`src/rtl/exec_stage_if.sv`:
```
// Issue / register-file write-back bundle for exec_stage.
// master = issue side driving operations, slave = exec_stage.
interface exec_stage_if #(
  parameter int DATA_W = 8,
  parameter int ADDR_W = 3
);
  logic              Valid_i;
  logic              Ready_o;
  logic [2:0]        Op_i;
  logic [DATA_W-1:0] Rs_i;
  logic [DATA_W-1:0] Rs2_i;
  logic [DATA_W-1:0] Imm_i;
  logic              ImmSel_i;
  logic [ADDR_W-1:0] Rd_i;
  logic              RegWrt_o;
  logic [ADDR_W-1:0] Rd_o;
  logic [DATA_W-1:0] Dat_o;
  logic              Busy_o;
  logic              Zero_o;
  logic              Carry_o;

  modport master (
    output Valid_i, Op_i, Rs_i, Rs2_i, Imm_i, ImmSel_i, Rd_i,
    input  Ready_o, RegWrt_o, Rd_o, Dat_o, Busy_o, Zero_o, Carry_o
  );

  modport slave (
    input  Valid_i, Op_i, Rs_i, Rs2_i, Imm_i, ImmSel_i, Rd_i,
    output Ready_o, RegWrt_o, Rd_o, Dat_o, Busy_o, Zero_o, Carry_o
  );
endinterface

```
`src/rtl/exec_stage.sv`:
```
// Execute/write-back stage: single-cycle ALU feeding the register-file write port.
// Define EXEC_MUL_EN to build the iterative shift-add multiplier (op 111).
module exec_stage #(
  parameter int DATA_W = 8,
  parameter int ADDR_W = 3
) (
  input  logic         Clk_i,
  input  logic         Rst_i,
  input  logic         ClkEn_i,
  exec_stage_if.slave  io
);
  localparam int SH_W = $clog2(DATA_W);

  localparam logic [2:0] OP_ADD = 3'b000;
  localparam logic [2:0] OP_SUB = 3'b001;
  localparam logic [2:0] OP_AND = 3'b010;
  localparam logic [2:0] OP_OR  = 3'b011;
  localparam logic [2:0] OP_XOR = 3'b100;
  localparam logic [2:0] OP_SHL = 3'b101;
  localparam logic [2:0] OP_SHR = 3'b110;
  localparam logic [2:0] OP_MUL = 3'b111;

  typedef enum logic [1:0] {ST_IDLE, ST_MUL, ST_WB} state_e;

  state_e            state_q;
  logic              regwrt_q;
  logic [ADDR_W-1:0] rd_q;
  logic [DATA_W-1:0] dat_q;
  logic              zero_q, carry_q;

  logic [DATA_W-1:0] opa, opb, res;
  logic              cy, acc;

  assign opa        = io.Rs_i;
  assign opb        = io.ImmSel_i ? io.Imm_i : io.Rs2_i;
  assign io.Ready_o = ClkEn_i && (state_q == ST_IDLE);
  assign acc        = io.Valid_i && io.Ready_o;

  always_comb begin
    res = '0;
    cy  = 1'b0;
    case (io.Op_i)
      OP_ADD: {cy, res} = {1'b0, opa} + {1'b0, opb};
      // Borrow lands in the extra top bit exactly when A < B.
      OP_SUB: {cy, res} = {1'b0, opa} - {1'b0, opb};
      OP_AND: res = opa & opb;
      OP_OR:  res = opa | opb;
      OP_XOR: res = opa ^ opb;
      OP_SHL: res = opa << opb[SH_W-1:0];
      OP_SHR: res = opa >> opb[SH_W-1:0];
      default: ;
    endcase
  end

`ifdef EXEC_MUL_EN
  logic [2*DATA_W-1:0] mcand_q, prod_q, prod_nxt;
  logic [DATA_W-1:0]   mplier_q;
  logic [SH_W-1:0]     cnt_q;
  logic [ADDR_W-1:0]   mrd_q;

  assign prod_nxt  = prod_q + (mplier_q[0] ? mcand_q : '0);
  assign io.Busy_o = (state_q != ST_IDLE);
`else
  assign io.Busy_o = 1'b0;
`endif

  always_ff @(posedge Clk_i or negedge Rst_i) begin
    if (!Rst_i) begin
      state_q  <= ST_IDLE;
      regwrt_q <= 1'b0;
      rd_q     <= '0;
      dat_q    <= '0;
      zero_q   <= 1'b0;
      carry_q  <= 1'b0;
`ifdef EXEC_MUL_EN
      mcand_q  <= '0;
      prod_q   <= '0;
      mplier_q <= '0;
      cnt_q    <= '0;
      mrd_q    <= '0;
`endif
    end else if (ClkEn_i) begin
      regwrt_q <= 1'b0;
      case (state_q)
        ST_IDLE: begin
          if (acc && io.Op_i != OP_MUL) begin
            regwrt_q <= 1'b1;
            rd_q     <= io.Rd_i;
            dat_q    <= res;
            zero_q   <= (res == '0);
            carry_q  <= cy;
          end
`ifdef EXEC_MUL_EN
          else if (acc) begin
            state_q  <= ST_MUL;
            mcand_q  <= {{DATA_W{1'b0}}, opa};
            mplier_q <= opb;
            prod_q   <= '0;
            cnt_q    <= '0;
            mrd_q    <= io.Rd_i;
          end
`endif
        end
`ifdef EXEC_MUL_EN
        ST_MUL: begin
          prod_q   <= prod_nxt;
          mcand_q  <= mcand_q << 1;
          mplier_q <= mplier_q >> 1;
          cnt_q    <= cnt_q + 1'b1;
          // Last partial product: register the write so it is visible during WB.
          if (cnt_q == SH_W'(DATA_W-1)) begin
            state_q  <= ST_WB;
            regwrt_q <= 1'b1;
            rd_q     <= mrd_q;
            dat_q    <= prod_nxt[DATA_W-1:0];
            zero_q   <= (prod_nxt[DATA_W-1:0] == '0);
            carry_q  <= |prod_nxt[2*DATA_W-1:DATA_W];
          end
        end
        ST_WB: state_q <= ST_IDLE;
`endif
        default: state_q <= ST_IDLE;
      endcase
    end
  end

  assign io.RegWrt_o = regwrt_q;
  assign io.Rd_o     = rd_q;
  assign io.Dat_o    = dat_q;
  assign io.Zero_o   = zero_q;
  assign io.Carry_o  = carry_q;
endmodule

```
`src/flat_wrapper.sv`:
```
// flat-port wrapper written by rule: the top's interface ports become plain ports
module exec_stage_flat 
#(
  parameter int DATA_W = 8,
  parameter int ADDR_W = 3
)
  (Clk_i, Rst_i, ClkEn_i, io_Valid_i, io_Op_i, io_Rs_i, io_Rs2_i, io_Imm_i, io_ImmSel_i, io_Rd_i, io_Ready_o, io_RegWrt_o, io_Rd_o, io_Dat_o, io_Busy_o, io_Zero_o, io_Carry_o);
  exec_stage_if #(.DATA_W(DATA_W), .ADDR_W(ADDR_W)) io_i ();
  input  logic Clk_i;
  input  logic Rst_i;
  input  logic ClkEn_i;
  input wire logic [$bits(io_i.Valid_i)-1:0] io_Valid_i;
  input wire logic [$bits(io_i.Op_i)-1:0] io_Op_i;
  input wire logic [$bits(io_i.Rs_i)-1:0] io_Rs_i;
  input wire logic [$bits(io_i.Rs2_i)-1:0] io_Rs2_i;
  input wire logic [$bits(io_i.Imm_i)-1:0] io_Imm_i;
  input wire logic [$bits(io_i.ImmSel_i)-1:0] io_ImmSel_i;
  input wire logic [$bits(io_i.Rd_i)-1:0] io_Rd_i;
  output wire logic [$bits(io_i.Ready_o)-1:0] io_Ready_o;
  output wire logic [$bits(io_i.RegWrt_o)-1:0] io_RegWrt_o;
  output wire logic [$bits(io_i.Rd_o)-1:0] io_Rd_o;
  output wire logic [$bits(io_i.Dat_o)-1:0] io_Dat_o;
  output wire logic [$bits(io_i.Busy_o)-1:0] io_Busy_o;
  output wire logic [$bits(io_i.Zero_o)-1:0] io_Zero_o;
  output wire logic [$bits(io_i.Carry_o)-1:0] io_Carry_o;
  assign io_i.Valid_i = io_Valid_i;
  assign io_i.Op_i = io_Op_i;
  assign io_i.Rs_i = io_Rs_i;
  assign io_i.Rs2_i = io_Rs2_i;
  assign io_i.Imm_i = io_Imm_i;
  assign io_i.ImmSel_i = io_ImmSel_i;
  assign io_i.Rd_i = io_Rd_i;
  assign io_Ready_o = io_i.Ready_o;
  assign io_RegWrt_o = io_i.RegWrt_o;
  assign io_Rd_o = io_i.Rd_o;
  assign io_Dat_o = io_i.Dat_o;
  assign io_Busy_o = io_i.Busy_o;
  assign io_Zero_o = io_i.Zero_o;
  assign io_Carry_o = io_i.Carry_o;
  exec_stage #(.DATA_W(DATA_W), .ADDR_W(ADDR_W)) u_core (.Clk_i(Clk_i), .Rst_i(Rst_i), .ClkEn_i(ClkEn_i), .io(io_i));
endmodule
```
`config.mk`:
```
export PLATFORM = sky130hd
export DESIGN_NAME = exec_stage_flat
export DESIGN_NICKNAME = d
export VERILOG_FILES = /design/src/rtl/exec_stage_if.sv /design/src/rtl/exec_stage.sv /design/src/flat_wrapper.sv
export SDC_FILE = /design/constraint.sdc
export NUM_CORES = 1
export LEC_CHECK = 0
export BUFFER_PORTS_ARGS = -buffer_cell sky130_fd_sc_hd__buf_4
export CAP_MARGIN = 20
export CORE_ASPECT_RATIO = 1.2
export CORE_MARGIN = 2
export CORE_UTILIZATION = 56
export CTS_CLUSTER_SIZE = 8
export DETAILED_ROUTE_END_ITERATION = 8
export GPL_TIMING_DRIVEN = 0
export HOLD_SLACK_MARGIN = 0.12
export PLACE_DENSITY = 0.81
export SLEW_MARGIN = 0
export SYNTH_ARGS = -nofsm -noshare
export SYNTH_HDL_FRONTEND = slang
export SYNTH_SLANG_ARGS = --single-unit
```
`constraint.sdc`:
```
create_clock -name Clk_i -period 1 [get_ports Clk_i]
set_input_delay 0.05 -clock Clk_i [delete_from_list [all_inputs] [get_ports Clk_i]]
set_output_delay 0.05 -clock Clk_i [all_outputs]
set_load 0.005 [all_outputs]
```
==> results of run 1 <==
[worst paths after layout]
| path | start | to | slack (ns) | cells past startpoint |
|---|---|---|---|---|
| max in group asynchronous | Rst_i | u_core.io.Dat_o[6] | 0.62 | 2 |
| max | io_ImmSel_i | u_core.io.Dat_o[7] | -1.62 | 12 |
| min in group Clk_i | io_Valid_i | u_core.io.Carry_o | 0.22 | 3 |
| max reg2reg | u_core.io.Rd_o[0] | u_core.io.Rd_o[0] | 0.22 | 1 |
| min | Rst_i | u_core.io.Dat_o[5] | 0.22 | 2 |
| min reg2reg | u_core.io.Carry_o | u_core.io.Carry_o | 0.49 | 2 |
[final cells by class]
| type | instances | area, um2 | area share, % |
|---|---|---|---|
| plain buffers | 18 | 256.5 | 6.815 |
| clock buffers | 4 | 55.05 | 1.463 |
| inverters | 26 | 100.1 | 2.660 |
| multi-input cells | 247 | 2230 | 59.24 |
| flip-flops and latches | 14 | 350.3 | 9.309 |
| well taps | 56 | 70.07 | 1.862 |
| repair buffers | 88 | 701.9 | 18.65 |
[cells by family after synthesis]
family	synth area share, %
buffers and inverters	7.982
and+or+nand+nor	20.49
adders and majority gates	16.37
AOI/OAI and AO/OA	22.62
muxes	16.01
other	0.1524
xor gates and xnor gates	2.135
DFF	14.24
[per-layer routing]
layer / part of all wire (%) / track usage (%) / up-vias / routed length [um]
met5: 0 / 0 / - / 0
met3: 8.8 / 4.284 / 97 / 882
met2: 49 / 63.85 / 276 / 4883
met1: 35 / 40.29 / 1430 / 3537
met4: 7.5 / 20.00 / 0 / 759
li1: - / - / 1302 / -
[flip-flops by register name, summed over array words and instances, names as in the netlist]
register            count
u_core.io.RegWrt_o      1
u_core.io.Carry_o       1
u_core.io.Dat_o         8
u_core.io.Zero_o        1
u_core.io.Rd_o          3
[worst max-delay path: cells and delay by family]
kind / cells / cell delay (ns)
buf+inv: 3 / 0.47
xor+xnor: 1 / 0.10
simple gates: 3 / 0.55
compound gates: 2 / 0.77
mux: 2 / 0.60
fa+ha+maj: 1 / 0.20
[stage by stage]
stage | std cells | TNS, ns | power (mW) | hold WS, ns
after global routing | 453 | -12.42 | 3.648 | 0.2219
after detailed placement | 410 | -16.46 | 2.414 | -0.09784
final | 453 | -12.17 | 3.503 | 0.2173
after global placement | 410 | -16.35 | 2.381 | -0.09858
after floorplan | 306 | -12.22 | 1.819 | -0.2456
after CTS | 447 | -10.62 | 3.231 | 0.1978
[power groups by stage]
stage | Clock [mW] | Sequential, mW | Combinational (mW)
after CTS | 0.533 | 0.719 | 1.98
after global placement | 0 | 0.724 | 1.66
final | 0.531 | 0.725 | 2.25
after detailed placement | 0 | 0.730 | 1.68
after global routing | 0.564 | 0.734 | 2.35
after floorplan | 0 | 0.737 | 1.08
[cells in the final DEF, fill, tap and decap left out, drive strengths merged, types with 3 or more instances in the layout]
cell         synthesis  layout
a21oi               20      20
nor3                 7       7
nor4b                3       3
clkbuf               8      10
nand2b               5       5
nor4                 4       4
o21ai               18      18
nor2                20      20
ha                  29      29
a211oi               7       7
xnor2                5       5
mux4                 5       5
a311oi               3       3
and3                 4       4
dlygate4sd3          0       5
dfrtp               14      14
nand3b               6       6
mux2i               19      19
or3                  5       5
mux2                 6       6
a22oi                3       3
nand2               24      24
nor2b                6       6
buf                 11      95
inv                 26      26
a21o                 3       3
nand3                5       5
o31ai                3       3
[what timing repair did]
item	in CTS	in global routing
setup buffers	28	7
hold endpoints to repair	18	0
hold buffers	5	0
cloned	1	0
resized for setup	30	22
pin swaps	30	18
endpoints found under the setup margin	14	14
==> results.md, run 1 <==
- Core area: 4229 um2
- CTS tree: done
- CP Max Fanout: 6
- Mapped Cells: 306
- Die height: 76.62 um
- Min cycle time layout: roughly 2.6 ns
- Slew Limit Fails: 0
- Detail Placement HPWL: 5.996 mm
- Synth Flop Type: dfrtp_1
- IO Count: 51
- Initial core utilization: approximately 58%
- Worst setup slack after placement: -1.940 ns
- Distinct cells, synth: 64
- Critical-path top delay cell: a311oi_4
- Run status: finished, violations left
- Latest clock arrival within the worst-skew pair: 0.24 ns
- Fmax achieved: 382.2 MHz
- Post-route cell area: 3764 um2
- CTS H-tree lvls: 1
- Clock-pin slew of the registers on the worst-case setup and hold paths: 0.06 ns
- Via/cell ratio: 6.854
- Via count: 3105
- First-pass GRT wire length: 13.92 mm
- Area of the mapped netlist: 2461 um2
- Placed cell area: roughly 3100 um2
- Worst EP arrival: around 2.7 ns
- First-pass DRT Iterations: 8
- Worst min path class: in2async
- Worst setup margin: -1.617 ns
- Net Sw Frac: about two fifths
- Clock tree buffer depth: 2
- Port bufs: between 40 and 50
- Num rows: 26
- Commonest cells post-synth: 29 x ha_1, 24 x nand2_1, 22 x inv_1
- Antenna cells: 0
- PD cells: around 930 nW/um2
- Mapped Avg Cell Area: 8.043 um2
- Main area contributors after synthesis: ha_1 15%, dfrtp_1 14%, mux2i_1 6.5%, a21oi_1 4.1%, mux4_2 3.7%
- Post-synth EDFFs: 0
- Worst-margin pin slew: roughly 0.58 ns
- Pin count of the biggest net entering global routing: 15
- Combinational Power Share: 64.1%
- Clock Skews: 0 ns
- Final nets: 464
- Die ar.: 4943 um2
- GP Congestion: 0.9553
- Total congestion overflow: 0
- Vias in the first global route: 2867
- Sequential-to-total area share from yosys stat: 14.23%
- Fraction of registers with async set/reset: 100.0%
- CTS root buffer: clkbuf_8
- Area Growth Syn to Fin: 52.92%
- Failing checks: setup timing
- Die X-Extent: 64.52 um
- Num CTS Buffers: 3
- Initial drt markers: 348
- Flop pwr share: 20.7%
- Initial antenna violation count: 0
- Drt wl/cell: between 20 and 25 um
- Data required, critical path: 1.13 ns
- Crit Path Class: in2reg
- Synth warnings: 0
- Max_cap viols: 0
- Remaining DRCs: 0
- Final core occ: around nine tenths
- CTS sink cnt: 14
- Largest stage delay, worst path: 0.43 ns
- Post-synth top area cell: ha_1
- #FFs+latches synth: 14
- Cell with the most instances after synthesis: ha_1
- WL final: 10.06 mm
- FILL cells: 217
- Startpoint types: input pin
- Worst slew margin: 61.01%
- Final ANT Viol Nets: 0
- Leak Pwr: 1.721 nW
- Clk pwr share: 15.1%
- Setup-failing EPs final: 13
- Layout cells sized above 1: 41.06%
- Crit. End Element: flip-flop
- Syn_nets: 372
- Net Switching: 1.374 mW
- Critical-path cell list: buf_12 > mux2i_4 > buf_8 > ha_4 > or3_4 > a311oi_4 > buf_4 > nor4_1 > nor2_1 > xnor2_1 > a221o_1 > mux2_4
- GRT Total Usage: 35.78%
- Final period util: 261.7%
- Hold Vio Cnt, Final: 0
- RSZ-0062 raised after global routing: true
- Internal: roughly 2.1 mW
- Max rail drop VDD: 0.4073 mV
- Yosys top cell area share: 14.74%
Note: power is estimated with default switching activity, not from simulation.
==> inputs of run 2 (changes only) <==
--- a/config.mk
+++ b/config.mk
@@ -9,12 +9,13 @@
 export CAP_MARGIN = 20
 export CORE_ASPECT_RATIO = 1.2
 export CORE_MARGIN = 2
-export CORE_UTILIZATION = 56
+export CORE_UTILIZATION = 51
 export CTS_CLUSTER_SIZE = 8
 export DETAILED_ROUTE_END_ITERATION = 8
 export GPL_TIMING_DRIVEN = 0
 export HOLD_SLACK_MARGIN = 0.12
-export PLACE_DENSITY = 0.81
+export PLACE_DENSITY = 0.78
+export SETUP_SLACK_MARGIN = 0.4
 export SLEW_MARGIN = 0
 export SYNTH_ARGS = -nofsm -noshare
 export SYNTH_HDL_FRONTEND = slang
==> constraint.sdc (replaced) <==
create_clock -name Clk_i -period 2.15 [get_ports Clk_i]
set_input_delay 0.1075 -clock Clk_i [delete_from_list [all_inputs] [get_ports Clk_i]]
set_output_delay 0.1075 -clock Clk_i [all_outputs]
set_load 0.005 [all_outputs]
==> run 2 against run 1 <==
Compared with the run above:
- the run still ends with setup timing left
- flip-flop and latch count unchanged
- clock power down 53%
- largest cell class unchanged
- count of clock-buffer cells in the layout unchanged
- first-iteration DRC count down 48%
- power down 56%
- critical path depth unchanged
==> results.md, run 2 (synthesis results as in run 1) <==
- Reg area: 350.3 um2 (unchanged)
- GP Congestion: 0.9726 (was 0.9553)
- Via/cell ratio: 6.242 (was 6.854)
- RSZ-0062 raised after global routing: true (unchanged)
- Startpoint types: input pin (unchanged)
- Final ANT Viol Nets: 0 (unchanged)
- Via count: 2790 (was 3105)
- Remaining DRCs: 0 (unchanged)
- Num rows: 27 (was 26)
- Worst setup path endpoint: u_core.io.Zero_o (was u_core.io.Dat_o[7])
- Clock tree buffer depth: 2 (unchanged)
- Total congestion overflow: 0 (unchanged)
- IO Count: 51 (unchanged)
- Data required, critical path: 2.30 ns (was 1.13 ns)
- Internal: 949.3 uW (was 2.129 mW)
- Crit Path Class: in2reg (unchanged)
- Clk pwr share: 16.3% (was 15.1%)
- Die height: 80.10 um (was 76.62 um)
- Final nets: 456 (was 464)
- CTS sink cnt: 14 (unchanged)
- Num CTS Buffers: 3 (unchanged)
- Reg2reg path depth: 1 (unchanged)
- Run status: finished, violations left (unchanged)
- Slew Limit Fails: 0 (unchanged)
- Worst min path class: in2reg (was in2async)
- Final period util: 118.3%
- Worst-margin pin slew: 0.5601 ns (was 0.5848 ns)
- Leading cell type in the layout, fill and taps excluded: buf_4 (unchanged)
- Worst setup slack after placement: -0.8474 ns (was -1.940 ns)
- Crit. End Element: flip-flop (unchanged)
- Multi-input logic area: 2195 um2 (was 2230 um2)
- FILL cells: 344 (was 217)
- Worst EP arrival: 2.69 ns (was 2.74 ns)
- Drt wl/cell: 18.25 um (was 22.21 um)
- Leak Pwr: 1.618 nW (was 1.721 nW)
- Latest clock arrival within the worst-skew pair: 0.24 ns (about the same)
- Max_cap viols: 0 (unchanged)
- Core area: 4628 um2 (was 4229 um2)
- Net Switching: 580.8 uW (was 1.374 mW)
- WL final: 8.158 mm (was 10.06 mm)
- Post-route cell area: 3563 um2 (was 3764 um2)
- Pin count of the biggest net entering global routing: 15 (unchanged)
- Port bufs: 48 (unchanged)
- Combinational Power Share: 61.7% (was 64.1%)
- Flop pwr share: 22.0% (was 20.7%)
- Hold Vio Cnt, Final: 0 (unchanged)
- Reg-to-reg startpoint: u_core.io.Rd_o[0] (unchanged)
- Hold slack: 0.2302 ns (was 0.2173 ns)
- PD cells: 429.4 nW/um2 (was 930.7 nW/um2)
- Max rail drop VDD: 0.1957 mV (was 0.4073 mV)
- CTS root buffer: clkbuf_8 (unchanged)
- CTS H-tree lvls: 1 (unchanged)
- First-pass DRT Iterations: 6 (was 8)
- Vias in the first global route: 2614 (was 2867)
- CP Max Fanout: 10 (was 6)
- Clock Skews: 0 ns (unchanged)
- Layout cells sized above 1: 38.05% (was 41.06%)
- Die ar.: 5400 um2 (was 4943 um2)
- GRT Total Usage: 30.42% (was 35.78%)
- Min cycle time layout: roughly 2.5 ns
- First-pass GRT wire length: 12.42 mm (was 13.92 mm)
- Commonest non-fill, non-tap cells in the layout: 73 x buf_4, 24 x nand2_1, 23 x ha_1 (was 79 x buf_4, 24 x nand2_1, 23 x ha_1)
- Worst setup path startpoint: io_ImmSel_i (unchanged)
- R2R Setup Slk: 1.38 ns (was 0.22 ns)
- Worst slew margin: 62.66% (was 61.01%)
- Setup-failing EPs final: 4 (was 13)
- Initial core utilization: 53.18% (was 58.20%)
- Initial antenna violation count: 0 (unchanged)
- Worst setup margin: -0.3935 ns (was -1.617 ns)
- Placed cell area: 3065 um2 (was 3143 um2)
- Final core occ: 76.99% (was 88.99%)
- Fmax achieved: 393.2 MHz
- Crit Reg-Reg Endpoint: u_core.io.Rd_o[0] (unchanged)
- Area Growth Syn to Fin: 44.79% (was 52.92%)
- Antenna cells: 0 (unchanged)
- Failing checks: setup timing (unchanged)
- Initial drt markers: 182 (was 348)
- Detail Placement HPWL: 5.977 mm (was 5.996 mm)
- Clock-pin slew of the registers on the worst-case setup and hold paths: 0.06 ns (about the same)
- Net Sw Frac: 37.96% (was 39.23%)
- CTS tree: done (unchanged)
- Number of flip-flops in the largest register: 8 (unchanged)
- Die X-Extent: 67.42 um (was 64.52 um)
==> run 2: cell types whose count changed in the layout (fill, tap and decap cells not counted), moves of 3 or more <==
cell and delta:
buf_2 +3, buf_4 -6, buf_6 -4, clkbuf_1 +3, o21ai_0 +3, o21ai_1 -4
==> run 2: layer usage <==
metal	GRT usage, %	part of all wire, %	vias to the layer above
li1	-	-	1284
met4	14.49	5.0	0
met5	0	0	-
met1	33.74	37	1298
met3	3.922	7.7	33
met2	55.74	50	175
==> run 2: power by group through the flow <==
stage	registers, mW	logic, mW	clock network [mW]
floorplan	0.343	0.488	0
global placement	0.337	0.750	0
detailed placement	0.341	0.762	0
CTS	0.336	0.881	0.249
global route	0.341	1.02	0.264
finish	0.337	0.944	0.250
==> run 2: layout make-up <==
type                       count  share of cell area [%]
clock buffer                   4                   1.545
inverter                      26                   3.090
buffer                        19                   4.494
tap                           58                   2.037
sequential                    14                   9.831
timing repair buffer          79                   17.42
multi-input combinational    247                   61.59
==> run 2: how the worst min path moves through the flow <==
stage	from	endpoint	cells after the start
after CTS	io_Valid_i	u_core.io.Carry_o	3
after global routing	io_Valid_i	u_core.io.Carry_o	3
after global placement	Rst_i	u_core.io.Dat_o[5]	1
after floorplan	Rst_i	u_core.io.Carry_o	0
final	io_Valid_i	u_core.io.Carry_o	3
after detailed placement	Rst_i	u_core.io.Dat_o[5]	1
==> run 2: metrics by stage <==
| step | setup TNS, ns | total power [mW] | cells |
|---|---|---|---|
| 6_report | -1.110 | 1.530 | 447 |
| 5_1_grt | -1.439 | 1.620 | 447 |
| 4_1_cts | -0.6231 | 1.466 | 439 |
| 3_5_place_dp | -4.756 | 1.103 | 412 |
| 3_3_place_gp | -4.468 | 1.088 | 412 |
| 2_1_floorplan | -1.550 | 0.8306 | 306 |
==> run 2: timing repair <==
item	in CTS	in global routing
gates resized for setup	33	12
pin swaps	26	22
hold buffers	5	0
hold endpoints to repair	18	0
buffers inserted	18	8
endpoints found under the setup margin	14	10
==> run 2: worst max-delay path, cell delays in order <==
cell     delay, ns
buf_12        0.11
buf_4         0.16
mux2i_1       0.30
ha_1          0.29
buf_1         0.23
nor4b_1       0.21
o21ai_0       0.25
a21oi_1       0.18
nor4_4        0.30
o211a_1       0.24
nand2_1       0.08
o31ai_1       0.23
